`src/rtl/accumulate_3_1_obf.sv`:
```
// Locked burst accumulator fed by the calculate_3_0_obf product stream.
// Init value, burst length and idle polarity unlock only with the right key.
module accumulate_3_1_obf (
  input  logic         ap_clk,
  input  logic         ap_rst,
  input  logic         ap_start,
  output logic         ap_done,
  output logic         ap_idle,
  output logic         ap_ready,
  input  logic [31:0]  x,
  input  logic         x_ap_vld,
  output logic [31:0]  ap_return,
  input  logic [254:0] locking_key
);

  localparam logic [31:0] INIT_OBF = 32'hA5C31E97;
  localparam logic [3:0]  LEN_OBF  = 4'b1011;

  typedef enum logic [1:0] {
    S_IDLE,
    S_ACC,
    S_DONE
  } state_e;

  state_e      state_q, state_d;
  logic [31:0] acc_q, acc_d;
  logic [31:0] ret_q, ret_d;
  logic [4:0]  cnt_q, cnt_d;
  logic        done_q, done_d;

  logic [36:0] working_key;
  logic [31:0] const_init;
  logic [3:0]  const_len;
  logic [31:0] acc_sum;
  logic        unused_key;

  assign working_key = locking_key[36:0];
  assign unused_key  = ^locking_key[254:37];
  assign const_init  = INIT_OBF ^ working_key[31:0];
  assign const_len   = LEN_OBF ^ working_key[35:32];
  assign acc_sum     = acc_q + x;

  always_comb begin
    state_d = state_q;
    acc_d   = acc_q;
    cnt_d   = cnt_q;
    ret_d   = ret_q;
    done_d  = 1'b0;
    unique case (state_q)
      S_IDLE: begin
        if (ap_start) begin
          acc_d   = const_init;
          cnt_d   = {1'b0, const_len} + 5'd1;
          state_d = S_ACC;
        end
      end
      S_ACC: begin
        if (x_ap_vld) begin
          acc_d = acc_sum;
          cnt_d = cnt_q - 5'd1;
          // last sample is folded into the returned total
          if (cnt_q == 5'd1) begin
            ret_d   = acc_sum;
            done_d  = 1'b1;
            state_d = S_DONE;
          end
        end
      end
      S_DONE: begin
        state_d = S_IDLE;
      end
      default: begin
        state_d = S_IDLE;
      end
    endcase
  end

  always_ff @(posedge ap_clk) begin
    if (ap_rst) begin
      state_q <= S_IDLE;
      acc_q   <= '0;
      cnt_q   <= '0;
      ret_q   <= '0;
      done_q  <= 1'b0;
    end else begin
      state_q <= state_d;
      acc_q   <= acc_d;
      cnt_q   <= cnt_d;
      ret_q   <= ret_d;
      done_q  <= done_d;
    end
  end

  assign ap_done   = done_q;
  assign ap_ready  = done_q;
  assign ap_return = ret_q;
  assign ap_idle   = (state_q == S_IDLE) ^ working_key[36];

endmodule

```
`config.mk`:
```
export PLATFORM = sky130hd
export DESIGN_NAME = accumulate_3_1_obf
export DESIGN_NICKNAME = d
export VERILOG_FILES = /design/src/rtl/accumulate_3_1_obf.sv
export SDC_FILE = /design/constraint.sdc
export NUM_CORES = 1
export LEC_CHECK = 0
export ABC_AREA = 1
export CAP_MARGIN = 25
export CORE_AREA = 2 2 126 128
export CTS_CLUSTER_DIAMETER = 120
export DETAILED_ROUTE_END_ITERATION = 8
export DIE_AREA = 0 0 128 130
export PLACE_DENSITY_LB_ADDON = 0.05
export SLEW_MARGIN = 20
export SYNTH_ARGS = -nofsm -noshare
export SYNTH_HDL_FRONTEND = slang
export SYNTH_SLANG_ARGS = --single-unit
```
`constraint.sdc`:
```
create_clock -name ap_clk -period 5.33 [get_ports ap_clk]
set_input_delay 1.3325 -clock ap_clk [delete_from_list [all_inputs] [get_ports ap_clk]]
set_output_delay 1.3325 -clock ap_clk [all_outputs]
set_load 0.02 [all_outputs]
```
Yosys cells after proc, flatten, opt, wreduce, memory -nomap -nowiden --
Index checks and enable logic that the tools add are counted.
Word-level totals: bits in registers 72, logic and storage cells 35
Cells by class: $add $sub $neg 3, eq/ne operators 5, mux-type cells 11, bitwise logic cells 5, reduce and logical (&&, ||, !) cells 6
Operators with widths (count):
- $mux 32 | 2
- $pmux 32 s2 | 1
- $add 32x32->32 | 1
- $not 17->17 | 1
- $mux 5 | 2
- $pmux 5 s2 | 1
- $reduce_and 3->1 | 3
- $mux 2 | 3
- $ne 2x2->1 const B | 3
- $add 4x1->5 const B | 1
- $eq 5x1->1 const B | 1
- $sub 5x1->5 const B | 1
- $pmux 2 s2 | 1
- $not 3->3 | 1
- $reduce_or 3->1 | 1
- $eq 2x1->1 const B | 1
- $logic_not 2->1 | 1
- $not 1->1 | 2
- $reduce_bool 2->1 | 1
- $mux 1 | 1
- $xor 1x1->1 | 1

Logic depth before layout (Yosys ltp) --
depth after elaboration 4, mapped depth 14

Least setup slack after synthesis --
Ideal clock, no wire load.
kind input to output, start point input port locking_key[36], end point output port ap_idle, arrival time 1.687 ns, data required time 3.998 ns, slack 2.311 ns, stages 1, path through xor2_1
Between the ends: longest elaborated chain between the ends 1
RTL lines:
- from (decl) | line 13 | input logic [254:0] locking_key
- $xor 1x1->1 | line 97 | assign ap_idle = (state_q == S_IDLE) ^ working_key[36];
- to (decl) | line 8 | output logic ap_idle,
No other way between the ends.

Final worst setup path --
Ends and elaborated chain as after synthesis.

==> results.txt <==
status: finished clean
Leak: 3.76 nW
clk_lat worst skew: 0.35 ns
GR Overflow Total: 0
cts repair resizes: 0
Post-Syn Nets: 1250
maximum VDD drop: 131 uV
Via density: 4.64
starting density of the core: 36.3%
Die Height: 130 um
Tot Pwr: 0.00195 W
share of cells above drive strength 1: 8.11%
CTS sink count: 72
Avg Cell Area, Syn: 6.07 um2
Layout Cells excl Fill: 1223
slowest stage delay, CP: 0.62 ns
Setup Skew: 0.0127 ns
Arr. time, crit path: 2.55 ns
die area: 16600 um2
worst-path fanout max: 1
Tot GR Track Use: 23.1%
Yosys top cell area share: 25.7%
type of destination of the critical path: output port
synth warn: 0
EDFF count, synth: 0
commonest non-fill, non-tap cells in the layout: nand2_1 (282), inv_1 (162), clkdlybuf4s50_1 (106)
Setup-failing EPs final: 0
row count: 46
Least-Margin Pin Slew: 0.649 ns
vias in the first global route: 5387
DRT Pass-1 Iters: 4
Inserted Clock Buffers: 9
Pwr Density: 273 nW/um2
wirelength, routed: 18.7 mm
detailed-route via count: 5676
Yosys reg bits: 72
max-slew violation total from the final report: 0
post-route minimum period: 3.89 ns
synth unique cells: 39
clock slew at reported path FFs: 0.06 ns
Worst Path Buf+Inv: 2
startpoint class of the critical path: input pin
Final Cycle Share: 72.9%
postcts setup bufs: 0
Antenna Nets Post-Route: 0
largest net degree at the start of global routing: 53
CTS H-tree depth: 3
Critical Path RT: 4.00 ns
core area: 15400 um2
Fmax: 0.257 GHz
post-cts hold buffer count: 0
final hold vios: 0
most common cell after layout, fill and taps aside: nand2_1
design area: 7150 um2
most frequent CP cell: clkdlybuf4s50_1
TritonCTS clock tree: done
Netlist Area Pre-Place: 5600 um2
sequential share of the synthesized area: 25.7%
Max transition margin: 56.8%
Die W: 128 um
hold crit path type: flop to flop
most area-consuming cells after synthesis: dfxtp_1 (26%), nand2_1 (19%), inv_1 (11%), ha_1 (7.6%), nor2_1 (6.2%)
fin nets: 1344
port bufs: 107
RSZ-0062 raised after global routing: no
CTS root buffer: clkbuf_16
crit-path cells: clkdlybuf4s50_1, xor2_1, clkdlybuf4s50_1
worst hold margin: 0.464 ns
initial antenna violation count: 7
first-pass GRT wire length: 28.8 mm
HPWL after DPL: 15.0 mm
Ports: 326
asr flop ratio synth: 0%
post-synthesis cell type with the largest combined area: dfxtp_1
P&R area growth vs syn: 27.6%
Post-Synthesis Cells: 924
Top FF cell, synth: dfxtp_1
placed cell count: 1199
drt wl/cell: 15.3 um
Critical Path Slowest Stage Cell: clkdlybuf4s50_1
WS Path Type: input pin to output port
clock tree buffer depth: 2
number of remaining DRC errors: 0
Iter 0 DRT Violations: 369
gpl congestion: 0.958
crit-path leading delay family: buffers and inverters
Max-cap violations: 0
TNS Setup: 0 ns
placed inst area: 6790 um2
[per-layer routing]
layer / wire length (um) / GRT usage [%]
met1: 7980 / 27.6
met4: 543 / 8.21
met2: 8670 / 39.0
met3: 1530 / 7.79
met5: 27 / 0
[state kept, by name, indices dropped and copies added (netlist names)]
| register | flops |
|---|---|
| acc_q | 32 |
| ap_return | 32 |
| cnt_q | 5 |
| state_q | 2 |
| ap_done | 1 |
[report_power, final]
| part | switching (W) | internal (W) | leakage [nW] |
|---|---|---|---|
| Sequential | 0.0000264 | 0.000577 | 0.589 |
| Clock | 0.000246 | 0.000456 | 0.163 |
| Combinational | 0.000409 | 0.000238 | 3.00 |
[path summary, 6_finish.rpt]
kind	startpoint	endpoint	slack [ns]	cells after the start
min reg2reg	ap_return[0]	ap_return[0]	0.46	2
max	locking_key[36]	ap_idle	1.44	3
min	ap_return[0]	ap_return[0]	0.46	2
max reg2reg	state_q[0]	acc_q[6]	2.46	9
[synth_stat cells (13+ instances only)]
cell type  instances
nand2_1          282
dfxtp_1           72
inv_1            162
a21oi_1           41
nand2_2           17
nand3_2           13
a31oi_1           15
nand3_1           38
xor2_1            13
nor2_1            92
o21ai_0           40
ha_1              34
[logic make-up (layout without fill, tap and decap cells)]
| family | count (synthesis) | in the layout | synth area share, % |
|---|---|---|---|
| AO/OA/AOI/OAI | 126 | 126 | 12.6 |
| XOR/XNOR | 19 | 19 | 2.97 |
| adder cells (fa/ha/maj) | 35 | 35 | 7.95 |
| buffers and inverters | 194 | 293 | 13.7 |
| flip-flops | 72 | 72 | 25.7 |
| other | 0 | 8 | 0 |
| AND/OR/NAND/NOR | 478 | 478 | 37.0 |
[area by class of cell]
class	count	area [um2]
Tap cell	192	240
Timing Repair Buffer	111	1100
Clock inverter	6	108
Antenna cell	8	20.0
Inverter	166	623
Fill cell	1696	8270
Multi-Input combinational cell	658	3390
Clock buffer	10	229
Sequential cell	72	1440
[worst register-to-register path: cells and delay by family, from the launching register on]
family / cells / cell delay (ns)
and+or+nand+nor: 2 / 0.26
buffers and inverters: 5 / 1.52
DFF: 1 / 0.32
AOI/OAI and AO/OA: 2 / 0.68
[per-stage QoR]
step	setup slack [ns]	utilization (%)
6_report	1.44	46.4
5_1_grt	1.40	46.2
4_1_cts	1.44	46.2
3_5_place_dp	1.43	44.0
3_3_place_gp	1.45	44.0
2_1_floorplan	2.31	-
Power figures use the tool's default switching activity.
